[src/rtl/kernel_weight_buffer_pkg.sv]
// Shared types and helpers for the double-buffered kernel weight store.
package kernel_weight_buffer_pkg;

    typedef enum logic {FILL, LOADED} fill_state_t;

    function automatic int ceil_div(input int a, input int b);
        return (a + b - 1) / b;
    endfunction

endpackage

[src/rtl/weight_stream_packer.sv]
// Word counter and shadow shift register that unpacks the weight stream.
module weight_stream_packer
    import kernel_weight_buffer_pkg::*;
#(
    parameter int INPUT_WIDTH = 32,
    parameter int TOTAL_W     = 200
) (
    input  logic                   CLK,
    input  logic                   RESETN,
    input  logic                   clear,
    input  logic                   accept,
    input  logic [INPUT_WIDTH-1:0] wr_data,
    output logic [TOTAL_W-1:0]     shadow,
    output logic                   set_done
);

    localparam int NWORDS = ceil_div(TOTAL_W, INPUT_WIDTH);
    localparam int CNT_W  = (NWORDS > 1) ? $clog2(NWORDS) : 1;
    localparam int TAIL_W = TOTAL_W - (NWORDS - 1) * INPUT_WIDTH;
    localparam logic [CNT_W-1:0] LAST = CNT_W'(NWORDS - 1);

    logic [CNT_W-1:0] cnt;

    assign set_done = accept && (cnt == LAST);

    // Shifting in from the bottom lands word 0 in the MSBs once the set is
    // complete; only the used head of the last word is shifted in.
    always_ff @(posedge CLK or negedge RESETN) begin
        if (!RESETN) begin
            cnt    <= '0;
            shadow <= '0;
        end else if (clear) begin
            cnt <= '0;
        end else if (accept) begin
            if (cnt == LAST) begin
                cnt    <= '0;
                shadow <= TOTAL_W'({shadow, wr_data[INPUT_WIDTH-1 -: TAIL_W]});
            end else begin
                cnt    <= cnt + 1'b1;
                shadow <= TOTAL_W'({shadow, wr_data});
            end
        end
    end

endmodule

[src/rtl/kernel_weight_buffer.sv]
// Double-buffered kernel weight store: shadow fill, active bank, promotion.
module kernel_weight_buffer
    import kernel_weight_buffer_pkg::*;
#(
    parameter int INPUT_WIDTH  = 32,
    parameter int WEIGHT_WIDTH = 8,
    parameter int KERNEL_SIZE  = 5,
    parameter bit AUTO_PROMOTE = 1'b1
) (
    input  logic                                         CLK,
    input  logic                                         RESETN,
    input  logic                                         WR_EN,
    input  logic                                         WR_VALID,
    input  logic [INPUT_WIDTH-1:0]                       WR_DATA,
    output logic                                         WR_READY,
    input  logic                                         CLEAR,
    input  logic                                         SWAP,
    output logic                                         FULL,
    output logic                                         RD_VALID,
    output logic [KERNEL_SIZE*KERNEL_SIZE*WEIGHT_WIDTH-1:0] RD_DATA
);

    localparam int ROW_W   = KERNEL_SIZE * WEIGHT_WIDTH;
    localparam int TOTAL_W = KERNEL_SIZE * ROW_W;

    fill_state_t          state;
    logic                 accept;
    logic                 set_done;
    logic                 promote;
    logic [TOTAL_W-1:0]   shadow;
    logic [TOTAL_W-1:0]   shadow_rows;

    assign accept  = WR_EN && WR_VALID && WR_READY && !CLEAR;
    assign promote = (state == LOADED) && !CLEAR
                   && (SWAP || (AUTO_PROMOTE && !RD_VALID));

    weight_stream_packer #(
        .INPUT_WIDTH (INPUT_WIDTH),
        .TOTAL_W     (TOTAL_W)
    ) u_packer (
        .CLK      (CLK),
        .RESETN   (RESETN),
        .clear    (CLEAR),
        .accept   (accept),
        .wr_data  (WR_DATA),
        .shadow   (shadow),
        .set_done (set_done)
    );

    // Stream order puts row 0 in the MSBs; the read bank wants it in the LSBs.
    for (genvar r = 0; r < KERNEL_SIZE; r++) begin : g_row
        assign shadow_rows[r*ROW_W +: ROW_W] = shadow[TOTAL_W-1-r*ROW_W -: ROW_W];
    end

    always_ff @(posedge CLK or negedge RESETN) begin
        if (!RESETN) begin
            state    <= FILL;
            WR_READY <= 1'b1;
            FULL     <= 1'b0;
            RD_VALID <= 1'b0;
            RD_DATA  <= '0;
        end else if (CLEAR) begin
            state    <= FILL;
            WR_READY <= 1'b1;
            FULL     <= 1'b0;
        end else begin
            unique case (state)
                FILL: begin
                    if (set_done) begin
                        state    <= LOADED;
                        WR_READY <= 1'b0;
                        FULL     <= !(AUTO_PROMOTE && !RD_VALID);
                    end
                end
                LOADED: begin
                    if (promote) begin
                        state    <= FILL;
                        WR_READY <= 1'b1;
                        FULL     <= 1'b0;
                        RD_VALID <= 1'b1;
                        RD_DATA  <= shadow_rows;
                    end
                end
                default: state <= FILL;
            endcase
        end
    end

endmodule

[config.mk]
export PLATFORM = sky130hd
export DESIGN_NAME = kernel_weight_buffer
export DESIGN_NICKNAME = d
export VERILOG_FILES = /design/src/rtl/kernel_weight_buffer_pkg.sv /design/src/rtl/weight_stream_packer.sv /design/src/rtl/kernel_weight_buffer.sv
export SDC_FILE = /design/constraint.sdc
export NUM_CORES = 1
export LEC_CHECK = 0
export ABC_AREA = 1
export BUFFER_PORTS_ARGS = -buffer_cell sky130_fd_sc_hd__buf_4
export CAP_MARGIN = 20
export CORE_ASPECT_RATIO = 2
export CORE_UTILIZATION = 41
export CTS_CLUSTER_SIZE = 28
export DETAILED_ROUTE_END_ITERATION = 10
export PLACE_DENSITY_LB_ADDON = 0.25
export SLEW_MARGIN = 20
export SYNTH_ARGS = -nofsm -noshare
export SYNTH_HDL_FRONTEND = slang
export SYNTH_SLANG_ARGS = --single-unit
[constraint.sdc]
create_clock -name CLK -period 4.1 [get_ports CLK]
set_input_delay 0 -clock CLK [delete_from_list [all_inputs] [get_ports CLK]]
set_output_delay 0 -clock CLK [all_outputs]
set_load 0.02 [all_outputs]
# ---- After elaboration in Yosys (flattened, before gate mapping)
# Cells that the tools add are included.
# W data, S select, Z words.
dict set report classes {
  add_sub_neg 1
  eq_ne 3
  muxes 16
  bitwise 2
  n_reduce_logical 13
}
# operator n
set op_table {}
lappend op_table {{$mux W200} 1}
lappend op_table {{$mux W1} 9}
lappend op_table {{$mux W3} 3}
lappend op_table {{$logic_and A1 B1 Y1} 6}
lappend op_table {{$pmux W1 S2} 3}
lappend op_table {{$reduce_and A2 Y1} 2}
lappend op_table {{$add A3 B1 Y3 const B} 1}
lappend op_table {{$eq A3 B3 Y1 const B} 1}
lappend op_table {{$ne A3 B2 Y1 const B} 1}
lappend op_table {{$ne A3 B3 Y1 const B} 1}
lappend op_table {{$reduce_and A3 Y1} 1}
lappend op_table {{$logic_not A1 Y1} 2}
lappend op_table {{$not A1 Y1} 2}
lappend op_table {{$reduce_bool A2 Y1} 1}
lappend op_table {{$logic_or A1 B1 Y1} 1}
dict set report word_totals {
  reg_bits 407
  inputBits 38
  output_inout_bits 203
  elab_cells 42
}

# ---- Longest topological paths before layout
# Gate-level depths: netlist of run 1.
dict set report logic_depth {
  word_depth 7
  mapped_depth 8
}

# ---- Hierarchy
# Synthesis of run 1 repeated with hierarchy kept, for this count alone.
dict set report unflattened {
  cells_unflattened 2427
  area_unflattened_um2 18656.6
}
# mod instances cells_each area_each_um2 seq_area_each_um2
set by_module_without_submodules {}
lappend by_module_without_submodules {weight_stream_packer 1 1533 10583.9 5079.9}
lappend by_module_without_submodules {kernel_weight_buffer 1 894 8072.7 5106.1}

# ---- Worst setup path after synthesis of run 1
# Ideal clock, no wire load.
dict set report synth_timing {
  kind {reg-to-reg}
  startpoint {reg WR_READY}
  endpoint {reg u_packer.shadow[29]}
  arrival_ns 1.294
  path_slack_ns 2.680
  path_stages_with_launch 6
  n_path_buf 2
  synth_period_minus_slack_ns 1.420
  cell_sequence {dfstp_2 > nand3_2 > nor2_4 > buf_2 > buf_2 > o22ai_1}
}
dict set report synth_via {
  elab_chain_len 3
}
# element line_no
set synth_rtl {}
lappend synth_rtl {{start, declared} kernel_weight_buffer.sv:15} ;# output logic WR_READY,
lappend synth_rtl {{start signal, assigned} kernel_weight_buffer.sv:58} ;# WR_READY <= 1'b1;
lappend synth_rtl {{start signal, assigned} kernel_weight_buffer.sv:64} ;# WR_READY <= 1'b1;
lappend synth_rtl {{start signal, assigned} kernel_weight_buffer.sv:71} ;# WR_READY <= 1'b0;
lappend synth_rtl {{$logic_and A1 B1 Y1 (2 in a row)} kernel_weight_buffer.sv:33} ;# assign accept = WR_EN && WR_VALID && WR_READY && !CLEAR;
lappend synth_rtl {{$reduce_and A2 Y1 (no source line)} --}
lappend synth_rtl {{end signal, assigned} weight_stream_packer.sv:37} ;# shadow <= TOTAL_W'({shadow, wr_data[INPUT_WIDTH-1 -: TAIL_W]});
lappend synth_rtl {{end signal, assigned} weight_stream_packer.sv:40} ;# shadow <= TOTAL_W'({shadow, wr_data});
lappend synth_rtl {{end, declared} weight_stream_packer.sv:13} ;# output logic [TOTAL_W-1:0] shadow,
# Every way passes these cells.
# A chain may end at the register's enable or synchronous reset.

# ---- Worst setup path after layout of run 1
dict set report layout_timing {
  startpoint {reg WR_READY}
  endpoint {reg u_packer.shadow[3]}
}
# The elaborated chain is that of the path after synthesis.

==> summary.txt, run 1 <==
GRT
  • Initial antenna violation count: 0
  • Largest net degree at the start of global routing: about 150
  • First-pass GRT wire length: 78320 µm
  • GRT overflow: 0
  • All-Layer GR Usage: roughly a quarter
  • Vias in the first global route: between 10000 and 15000

Placement
  • DP HPWL: 37410 µm
  • I/O Buffers: 240
  • Dpl ws: 1.817 ns
  • Placer Congestion: 0.8524

Logic synthesis
  • Register bit total from synthesis: 407
  • XOR/XNOR Fraction of Synth Area: 0%
  • Mux contribution to synthesized area: 0%
  • Post-synthesis simple-gate area fraction: 9.743%
  • Synthesized netlist cell count: 1776
  • Largest family of logic cells by synthesized area: compound AO/OA/AOI/OAI gates
  • Synth Area in Compound Gates: 19.95%
  • Adder-cell share of the synthesized area: 0%
  • Synth Net Count: 1814
  • Post-Synthesis Cell Area: 0.01653 mm²
  • Total of warnings raised by yosys: 0
  • Register area share after synthesis: between 60% and 70%
  • Post-synth cell types: 21
  • Synthesized area per cell: between 9 and 10 µm²

Clocking
  • Maximum buffer depth of the clock tree: 3
  • Clk root buf: clkbuf_16
  • CTS Hold Buffers Added: just over 40
  • Post-cts gate resize count: 0
  • Worst-skew pair later-pin latency: ~0.54 ns
  • Post-CTS Setup Bufs: 0
  • CTS buffer count: 37
  • Clock sink count: between 400 and 500
  • H-tree depth: 2
  • TritonCTS clock tree: built
  • CTS clk-pin slew, worst paths: roughly 0.070 ns

STA
  • Slew @ Worst Pin: approximately 0.96 ns
  • Worst clock skew: 0.01223 ns
  • Final slew viol count: 0
  • Min Tclk post-route: between 2 and 3 ns
  • Tcrit/Tclk final: around 66%
  • RSZ-0062 raised after global routing: no
  • Final WS setup: 1.392 ns
  • Final Setup Violations: 0
  • Relative slew slack: a little over a third
  • Count of final hold-check violations: 0
  • Fin Setup TNS: 0 ns
  • Max Fclk: between 0.3 and 0.4 GHz

Die
  • I/O Pins: roughly 240
  • Num rows: between 100 and 150
  • Core area: around 0.040 mm²
  • Die height: 285.9 µm
  • Starting Density: 41.78%
  • DIE WIDTH: between 100 and 150 µm
  • Die area: around 0.04 mm²

Setup path
  • Worst-path maximum fanout: 34
  • CP arrival: between 3 and 4 ns
  • WS Path Type: reg -> reg
  • Crit path launch type: flip-flop
  • Setup crit end kind: flip-flop
  • Critical path required time: approximately 4.6 ns
  • Reg2Reg Depth: 6

Layout
  • Multi-input gate area: 0.004926 mm²
  • Register area: 0.01019 mm²
  • Ant diodes: 0
  • Fillers: between 3000 and 4000
  • # nets final: around 2000
  • Share of layout cells above drive strength 1: 16.37%
  • Area grow syn2layout: 22.89%

Drt
  • Antenna-violating nets left: 0
  • DR iter-0 viols: between 900 and 1000
  • Via Count: between 10000 and 15000
  • Post-route DRC: 0
  • Routed vias/inst: ~5.2
  • Routed len/inst: 20.57 µm
  • DRT Wirelength: 52150 µm
  • First drt pass iteration count: 5

Job
  • Max Cap Viol: 0

Outcome
  • Status: complete, no violations

Pwr
  • Power per cell area: between 500 and 600 mW/mm²
  • Maximum VDD drop: between 0.3 and 0.4 mV
  • Cell leakage power: 9.888 nW
  • Overall Power: approximately 0.01 W

Worst hold path
  • WHS Path Cells: 5
  • Worst Hold Class: in -> reg
cell type report:
class,instances,share of cell area [%]
inverters,207,3.850
multi-input cells,1030,24.25
clock inverters,14,0.9979
well taps,525,3.234
flip-flops and latches,407,50.15
repair buffers,301,12.10
clock buffers,51,5.421
synthesized netlist by cell type:
master	n	share of area, %
o22ai_1	200	7.6
dfrtp_1	406	61
nand2_1	211	4.8
buf_4	2	0.091
a31oi_1	1	0.038
nor2_2	2	0.076
nor3_1	1	0.030
nor2_1	202	4.6
inv_1	206	4.7
a21oi_1	1	0.030
dfstp_2	1	0.16
o211ai_1	1	0.045
nand2_2	1	0.038
inv_2	1	0.023
o21ai_1	53	1.6
buf_2	124	3.8
o21ai_0	352	11
clkbuf_1	6	0.14
nand3_2	1	0.061
nor2_4	1	0.068
nand3_1	3	0.091
state kept, by name (all words and copies together), names as in the netlist:
name             cells
u_packer.cnt         3
RD_VALID             1
WR_READY             1
FULL                 1
state                1
u_packer.shadow    200
RD_DATA            200
power breakdown:
| group | leakage [nW] | switching, W | internal [W] |
|---|---|---|---|
| Sequential | 4.77 | 0.000545 | 0.00455 |
| Combinational | 4.47 | 0.000872 | 0.000525 |
| Clock | 0.650 | 0.00154 | 0.00220 |
per-stage QoR:
| stage | utilization [%] | cells | hold WS [ns] | area, µm² |
|---|---|---|---|---|
| 6_report | 51.34 | 2535 | 0.07459 | 20310 |
| 5_1_grt | 51.34 | 2535 | 0.1004 | 20310 |
| 4_1_cts | 51.34 | 2535 | 0.05494 | 20310 |
| 3_5_place_dp | 47.01 | 2429 | 0.1678 | 18600 |
| 3_3_place_gp | 47.01 | 2429 | 0.1657 | 18600 |
| 2_1_floorplan | - | 1776 | -0.2956 | 16530 |
placed cells by master (no fill, tap or decap), types with 2 or more instances in the layout:
cell type	netlist	routed
nor2_4	1	2
nand2_1	211	211
buf_4	2	252
clkbuf_1	6	4
buf_12	0	7
inv_6	0	2
inv_1	206	205
nand3_1	3	3
dlygate4sd3_1	0	41
clkbuf_8	0	8
o21ai_1	53	53
dfrtp_1	406	406
clkinv_2	0	7
bufinv_16	0	5
o21ai_0	352	352
clkbuf_16	0	39
o22ai_1	200	200
nor2_1	202	202
critical path, cell delays in order (launching register included):
cell and delay (ns):
dfstp_2 0.55, nand3_2 0.10, nor2_4 0.72, buf_4 0.39, o21ai_0 0.14, o22ai_1 0.15, dlygate4sd3_1 0.56
layer usage:
metal	vias to the layer above	global-route usage [%]	share of wire [%]
li1	6318	-	-
met1	6438	26.65	34
met2	405	48.53	55
met3	110	2.595	3.6
met4	0	16.57	7.1
met5	-	0	0
path summary, 6_finish.rpt:
check	start	endpoint	slack [ns]
worst max-delay path	WR_READY$_DFFE_PN1P_	u_packer.shadow[3]$_DFFE_PN0P_	1.39
worst min-delay path	WR_EN	u_packer.cnt[0]$_DFFE_PN0P_	0.07
worst max register to register	WR_READY$_DFFE_PN1P_	u_packer.shadow[3]$_DFFE_PN0P_	1.39
worst min register to register	FULL$_DFFE_PN0P_	FULL$_DFFE_PN0P_	0.49
max in group asynchronous	RESETN	WR_READY$_DFFE_PN1P_	2.85
min in group asynchronous	RESETN	RD_DATA[19]$_DFFE_PN0P_	0.12
cells by family after synthesis:
group / after synthesis
AOI/OAI and AO/OA: 608
buffers and inverters: 339
and+or+nand+nor: 422
DFF: 407
No activity file was read; power rests on OpenSTA's default activity.
==> inputs of run 2 (changes only) <==
==> constraint.sdc (replaced) <==
create_clock -name CLK -period 2.3 [get_ports CLK]
set_input_delay 0 -clock CLK [delete_from_list [all_inputs] [get_ports CLK]]
set_output_delay 0 -clock CLK [all_outputs]
set_load 0.02 [all_outputs]
==> run 2 against run 1 <==
The flow now finishes with violations (negative hold slack); count of clock-buffer cells in the layout increased by 3; hold slack got worse by 0.085 ns; maximum frequency increased by 24%; largest power group unchanged.
==> summary.txt, run 2 (synthesis gave the netlist of run 1 again) <==
Layout
  • Share of layout cells above drive strength 1: 16.54% (+0.17 points)
  • Area grow syn2layout: 23.98%
  • Largest registers: RD_DATA x200, u_packer.shadow x200, u_packer.cnt x3
  • Ant diodes: 0 (unchanged)
  • Most common cell after layout, fill and taps aside: dfrtp_1
  • # nets final: 2031 (+0.45%)
  • Most frequent cells in the layout: dfrtp_1 (406), o21ai_0 (352), buf_4 (249)
  • Core Util, Final: 51.79% (+0.46 points)
  • Post-route insts no fill: 2544 (+0.36%)

Pwr
  • Clk pwr share: 35.6% (-0.9 points)
  • Maximum VDD drop: 0.6620 mV (+76%)
  • Power per cell area: 883.1 mW/mm² (+75%)
  • Switching Power: 0.005241 W (+77%)
  • Internal power component: 0.01286 W (+77%)
  • Cell leakage power: 9.953 nW (+0.66%)
  • Sw frac: 28.96% (+0.054 points)
  • Combinational Power Share: 14.2% (+0.6 points)
  • Sequential fraction of design power: 50.1% (+0.3 points)

Drt
  • First drt pass iteration count: 5 (unchanged)
  • Routed vias/inst: 5.272 (+0.70%)
  • Routed len/inst: 20.50 µm (-0.34%)
  • DRT Wirelength: 52160 µm (about the same)
  • Via Count: 13410 (+1.1%)
  • Antenna-violating nets left: 0 (unchanged)
  • Post-route DRC: 0 (unchanged)
  • DR iter-0 viols: 1044 (+9.5%)

Outcome
  • Status: finished, violations left
  • Failing checks: negative hold slack

STA
  • Slew @ Worst Pin: 0.6158 ns (-0.3463 ns)
  • Final slew viol count: 0 (unchanged)
  • Tcrit/Tclk final: 95.32% (+29 points)
  • RSZ-0062 raised after global routing: no
  • Relative slew slack: 58.95% (+23 points)
  • Fin Setup TNS: 0 ns (unchanged)
  • Max Fclk: 0.4561 GHz (+24%)
  • Hold WS: -0.009922 ns (-0.08451 ns)
  • Min Tclk post-route: 2.192 ns (-0.5158 ns)
  • Worst clock skew: 0.01806 ns (+0.005831 ns)
  • Count of final hold-check violations: 14 (+14)
  • Final Setup Violations: 0 (unchanged)

GRT
  • GRT overflow: 0 (unchanged)
  • All-Layer GR Usage: 25.82% (-0.033 points)
  • First-pass GRT wire length: 78370 µm (about the same)
  • Largest net degree at the start of global routing: 160 (+4.6%)
  • Initial antenna violation count: 0 (unchanged)
  • Vias in the first global route: 13410 (+2.4%)

Setup path
  • Setup crit end kind: flip-flop
  • CP cell instances: nand2_1, nor2_4, inv_6, buf_16, nor2_1, o22ai_1, dlygate4sd3_1
  • CP arrival: 2.67 ns (-0.51 ns)
  • Reg2Reg Depth: 7 (+1)
  • Critical path required time: 2.77 ns (-1.80 ns)
  • Worst-path maximum fanout: 97 (+190%)
  • Reg2reg setup slack: 0.11 ns (-1.28 ns)
  • Worst r2r dst: u_packer.shadow[1]$_DFFE_PN0P_
  • WS Path Type: reg -> reg
  • Crit-path slowest cell: dlygate4sd3_1
  • Crit path launch type: flip-flop
  • Slowest cell delay on critical path: 0.57 ns (-0.15 ns)
  • Reg-to-reg startpoint: u_packer.cnt[2]$_DFFE_PN0P_

Clocking
  • CTS clk-pin slew, worst paths: 0.06 ns (about the same)
  • Maximum buffer depth of the clock tree: 3 (unchanged)
  • CTS buffer count: 37 (unchanged)
  • Worst-skew pair later-pin latency: 0.54 ns (about the same)
  • Clock sink count: 407 (unchanged)
  • H-tree depth: 2 (unchanged)
  • Clk root buf: clkbuf_16
  • TritonCTS clock tree: built

Worst hold path
  • Worst Hold Class: in -> async

Die
  • Die area: 0.04117 mm² (unchanged)
  • DIE WIDTH: 144.0 µm (unchanged)
  • Die height: 285.9 µm (unchanged)
  • I/O Pins: 241 (unchanged)
  • Core area: 0.03956 mm² (unchanged)
  • Num rows: 103 (unchanged)
  • Starting Density: 41.78% (unchanged)

Placement
  • Placer Congestion: 0.8800 (+3.2%)
  • Placed cells: 2437 (+0.33%)
  • DP HPWL: 38100 µm (+1.9%)
  • I/O Buffers: 240 (unchanged)

Job
  • Max Cap Viol: 0 (unchanged)
[run 2: how the worst max path moves through the flow]
stage | startpoint | slack, ns | depth (start not counted) | end
after floorplan | WR_READY$_DFFE_PN1P_ | 0.88 | 5 | u_packer.shadow[29]$_DFFE_PN0P_
after CTS | WR_READY$_DFFE_PN1P_ | 0.03 | 7 | u_packer.shadow[7]$_DFFE_PN0P_
after global placement | WR_READY$_DFFE_PN1P_ | 0.54 | 6 | u_packer.shadow[89]$_DFFE_PN0P_
after global routing | u_packer.cnt[1]$_DFFE_PN0P_ | 0.01 | 9 | WR_READY$_DFFE_PN1P_
final | u_packer.cnt[2]$_DFFE_PN0P_ | 0.11 | 7 | u_packer.shadow[1]$_DFFE_PN0P_
after detailed placement | WR_READY$_DFFE_PN1P_ | 0.52 | 6 | u_packer.shadow[150]$_DFFE_PN0P_
[run 2: layout make-up]
type,instances,area [µm²]
clock inverter,11,161.4
clock buffer,54,1102
timing repair buffer,310,2678
multi-input combinational,1030,4926
tap,525,656.9
inverter,207,782.0
fill,3711,19070
sequential,407,10190
[run 2: power by group through the flow]
stage / Combinational [W] / Sequential (W) / Clock (W)
2_1_floorplan: 0.00111 / 0.00896 / 0
3_3_place_gp: 0.00246 / 0.00916 / 0
3_5_place_dp: 0.00252 / 0.00918 / 0
4_1_cts: 0.00261 / 0.00905 / 0.00657
5_1_grt: 0.00280 / 0.00914 / 0.00683
6_report: 0.00257 / 0.00907 / 0.00645
[run 2: repair_timing]
action / CTS / global route
resized for setup: 0 / 3
endpoints found under the setup margin: 0 / 4
endpoints found under the hold margin: 446 / 0
setup buffers: 0 / 1
hold buffers: 41 / 0
[run 2: worst max-delay path, delay by kind of cell (launching register included)]
family	cells	cell delay, ns
buffers and inverters	3	1.17
DFF	1	0.40
and+or+nand+nor	3	0.33
AOI/OAI and AO/OA	1	0.14
[run 2: per-stage QoR]
stage                     hold slack (ns)  total power, W  cell area (µm²)  setup slack (ns)
after detailed placement         -0.02144         0.01170            18800            0.5226
after CTS                         0.01514         0.01823            20470           0.03462
after floorplan                   -0.2956         0.01007            16530            0.8799
after global routing              0.03007         0.01877            20490           0.01153
final                           -0.009922         0.01810            20490            0.1075
after global placement           -0.02258         0.01162            18800            0.5433
[run 2: per-layer routing]
metal | up-vias | wire (µm) | GRT usage [%]
met2 | 449 | 28450 | 47.66
met5 | - | 0 | 0
li1 | 6331 | - | -
met3 | 139 | 2098 | 2.595
met1 | 6492 | 17460 | 26.40
met4 | 0 | 4151 | 18.86
==> inputs of run 3 (changes only) <==
--- a/config.mk
+++ b/config.mk
@@ -9,7 +9,7 @@
 export BUFFER_PORTS_ARGS = -buffer_cell sky130_fd_sc_hd__buf_4
 export CAP_MARGIN = 20
 export CORE_ASPECT_RATIO = 2
-export CORE_UTILIZATION = 41
+export CORE_UTILIZATION = 50
 export CTS_CLUSTER_SIZE = 28
 export DETAILED_ROUTE_END_ITERATION = 10
 export PLACE_DENSITY_LB_ADDON = 0.25
==> run 3 against run 2 <==
Critical path depth is the same; non-clock buffer count rose by 16; the run now ends clean; sequential power fell by 1%; die area is 18% lower.
==> summary.txt, run 3 (synthesis gave the netlist of run 1 again) <==
Outcome
  • Status: complete, no violations

Layout
  • Largest registers: RD_DATA x200, u_packer.shadow x200, u_packer.cnt x3
  • Area grow syn2layout: 22.44%
  • Fin area: 0.02024 mm² (-1.2%)
  • Share of layout cells above drive strength 1: 17.02% (+0.48 points)
  • Most frequent cells in the layout: dfrtp_1 (406), o21ai_0 (352), buf_4 (270)
  • Post-route insts no fill: 2460 (-3.3%)
  • Most common cell after layout, fill and taps aside: dfrtp_1
  • Ant diodes: 0 (unchanged)
  • Fillers: 2795 (-25%)
  • # nets final: 2046 (+0.74%)

Setup path
  • Worst r2r dst: u_packer.shadow[3]$_DFFE_PN0P_
  • Slowest cell delay on critical path: 0.58 ns (about the same)
  • CP delay by family, top: buffers and inverters
  • Reg-to-reg startpoint: WR_READY$_DFFE_PN1P_
  • WS Path Type: reg -> reg
  • Crit path launch type: flip-flop
  • CP arrival: 2.65 ns (-0.02 ns)
  • Setup crit end kind: flip-flop
  • Crit-path slowest cell: dlygate4sd3_1
  • Reg2Reg Depth: 7 (unchanged)
  • Critical path required time: 2.77 ns (about the same)
  • CP cell instances: nand3_2, nor2_4, buf_12, buf_4, o21ai_0, o22ai_1, dlygate4sd3_1
  • Worst Path Buf+Inv: 3 (unchanged)
  • Worst-path maximum fanout: 32 (-67%)
  • Reg2reg setup slack: 0.11 ns (about the same)

STA
  • Max Fclk: 0.4568 GHz (+0.16%)
  • Tcrit/Tclk final: 95.17% (-0.15 points)
  • Min Tclk post-route: 2.189 ns (-0.003445 ns)
  • Count of final hold-check violations: 0 (-14)
  • RSZ-0062 raised after global routing: no
  • Final slew viol count: 0 (unchanged)
  • Relative slew slack: 52.15% (-6.8 points)
  • Fin Setup TNS: 0 ns (unchanged)
  • Final Setup Violations: 0 (unchanged)
  • Slew @ Worst Pin: 0.7103 ns (+0.09451 ns)
  • Worst clock skew: 0.01327 ns (-0.004791 ns)

Drt
  • Routed len/inst: 20.81 µm (+1.5%)
  • First drt pass iteration count: 5 (unchanged)
  • DRT Wirelength: 51200 µm (-1.8%)
  • Via Count: 13600 (+1.4%)
  • Post-route DRC: 0 (unchanged)
  • Routed vias/inst: 5.528 (+4.9%)
  • DR iter-0 viols: 1186 (+14%)
  • Antenna-violating nets left: 0 (unchanged)

Clocking
  • Clk root buf: clkbuf_16
  • Maximum buffer depth of the clock tree: 3 (unchanged)
  • CTS clk-pin slew, worst paths: 0.07 ns (about the same)
  • Worst-skew pair later-pin latency: 0.53 ns (about the same)
  • TritonCTS clock tree: built
  • CTS buffer count: 36 (-2.7%)
  • H-tree depth: 2 (unchanged)
  • Clock sink count: 407 (unchanged)

GRT
  • Largest net degree at the start of global routing: 161 (+0.63%)
  • Initial antenna violation count: 0 (unchanged)
  • First-pass GRT wire length: 76310 µm (-2.6%)
  • Vias in the first global route: 13140 (-2.0%)
  • All-Layer GR Usage: 30.72% (+4.9 points)
  • GRT overflow: 0 (unchanged)

Die
  • DIE WIDTH: 130.6 µm (-9.3%)
  • I/O Pins: 241 (unchanged)
  • Die area: 0.03383 mm² (-18%)
  • Num rows: 93 (-9.7%)
  • Die height: 259.1 µm (-9.4%)
  • Starting Density: 51.09% (+9.3 points)
  • Core area: 0.03235 mm² (-18%)

Pwr
  • Maximum VDD drop: 0.6907 mV (+4.3%)
  • Cell leakage power: 9.914 nW (-0.40%)
  • Power per cell area: 853.7 mW/mm² (-3.3%)
  • Overall Power: 0.01728 W (-4.5%)

Worst hold path
  • Worst Hold Class: in -> async

Job
  • Max Cap Viol: 0 (unchanged)

Placement
  • Placer Congestion: 0.9268 (+5.3%)
  • Post-Place Cell Area: 0.01870 mm² (-0.49%)
  • Placed cells: 2353 (-3.4%)
  • I/O Buffers: 240 (unchanged)
  • DP HPWL: 36330 µm (-4.6%)
-- run 3: cell types whose count changed in the layout (fill, tap and decap cells not counted), sizes merged --
cell / previous run / this run
buf: 269 / 285
bufinv: 4 / 0
clkbuf: 54 / 53
clkinv: 5 / 8
clkinvlp: 1 / 3
dlygate4sd3: 41 / 40
inv: 208 / 207
-- run 3: what timing repair did --
item,4_1_cts,5_1_grt
setup buffers,0,2
endpoints found under the hold margin,222,0
setup endpoints to repair,0,8
gates resized for setup,0,5
hold buffers,40,0
-- run 3: where the power goes --
group / total, W / internal [W] / switching [W]
sequential: 0.00896 / 0.00812 / 0.000844
combinational: 0.00255 / 0.000949 / 0.00160
clock: 0.00577 / 0.00310 / 0.00266
-- run 3: worst max-delay path by stage --
| stage | start | endpoint | slack [ns] | cells after the start |
|---|---|---|---|---|
| after floorplan | WR_READY$_DFFE_PN1P_ | u_packer.shadow[29]$_DFFE_PN0P_ | 0.88 | 5 |
| after CTS | u_packer.cnt[1]$_DFFE_PN0P_ | u_packer.shadow[6]$_DFFE_PN0P_ | 0.07 | 7 |
| after global placement | WR_READY$_DFFE_PN1P_ | u_packer.shadow[58]$_DFFE_PN0P_ | 0.46 | 6 |
| after detailed placement | u_packer.cnt[2]$_DFFE_PN0P_ | u_packer.shadow[199]$_DFFE_PN0P_ | 0.43 | 6 |
| final | WR_READY$_DFFE_PN1P_ | u_packer.shadow[3]$_DFFE_PN0P_ | 0.11 | 7 |
| after global routing | u_packer.cnt[1]$_DFFE_PN0P_ | u_packer.shadow[0]$_DFFE_PN0P_ | 0.03 | 7 |
-- run 3: layer usage --
metal	wire length [µm]	GRT usage [%]	up-vias
met1	17290	32.32	6569
met3	1991	3.133	165
met4	5316	27.43	0
li1	-	-	6364
met2	26600	53.23	501
met5	0	0	-
-- run 3: area by class of cell --
cell class / count / area (µm²) / area share (%)
repair buffers: 326 / 2721 / 13.45
inverters: 207 / 784.5 / 3.877
multi-input cells: 1030 / 4926 / 24.34
well taps: 427 / 534.3 / 2.640
clock buffers: 52 / 1022 / 5.051
flip-flops and latches: 407 / 10190 / 50.33
clock inverters: 11 / 62.56 / 0.3091
-- run 3: through the flow --
step / util [%] / worst slack (ns) / hold slack [ns]
after floorplan: - / 0.8799 / -0.2956
after global placement: 57.82 / 0.4592 / 0.04022
after detailed placement: 57.82 / 0.4338 / 0.05179
after CTS: 62.41 / 0.07252 / 0.07869
after global routing: 62.56 / 0.03054 / 0.1014
final: 62.56 / 0.1110 / 0.04355
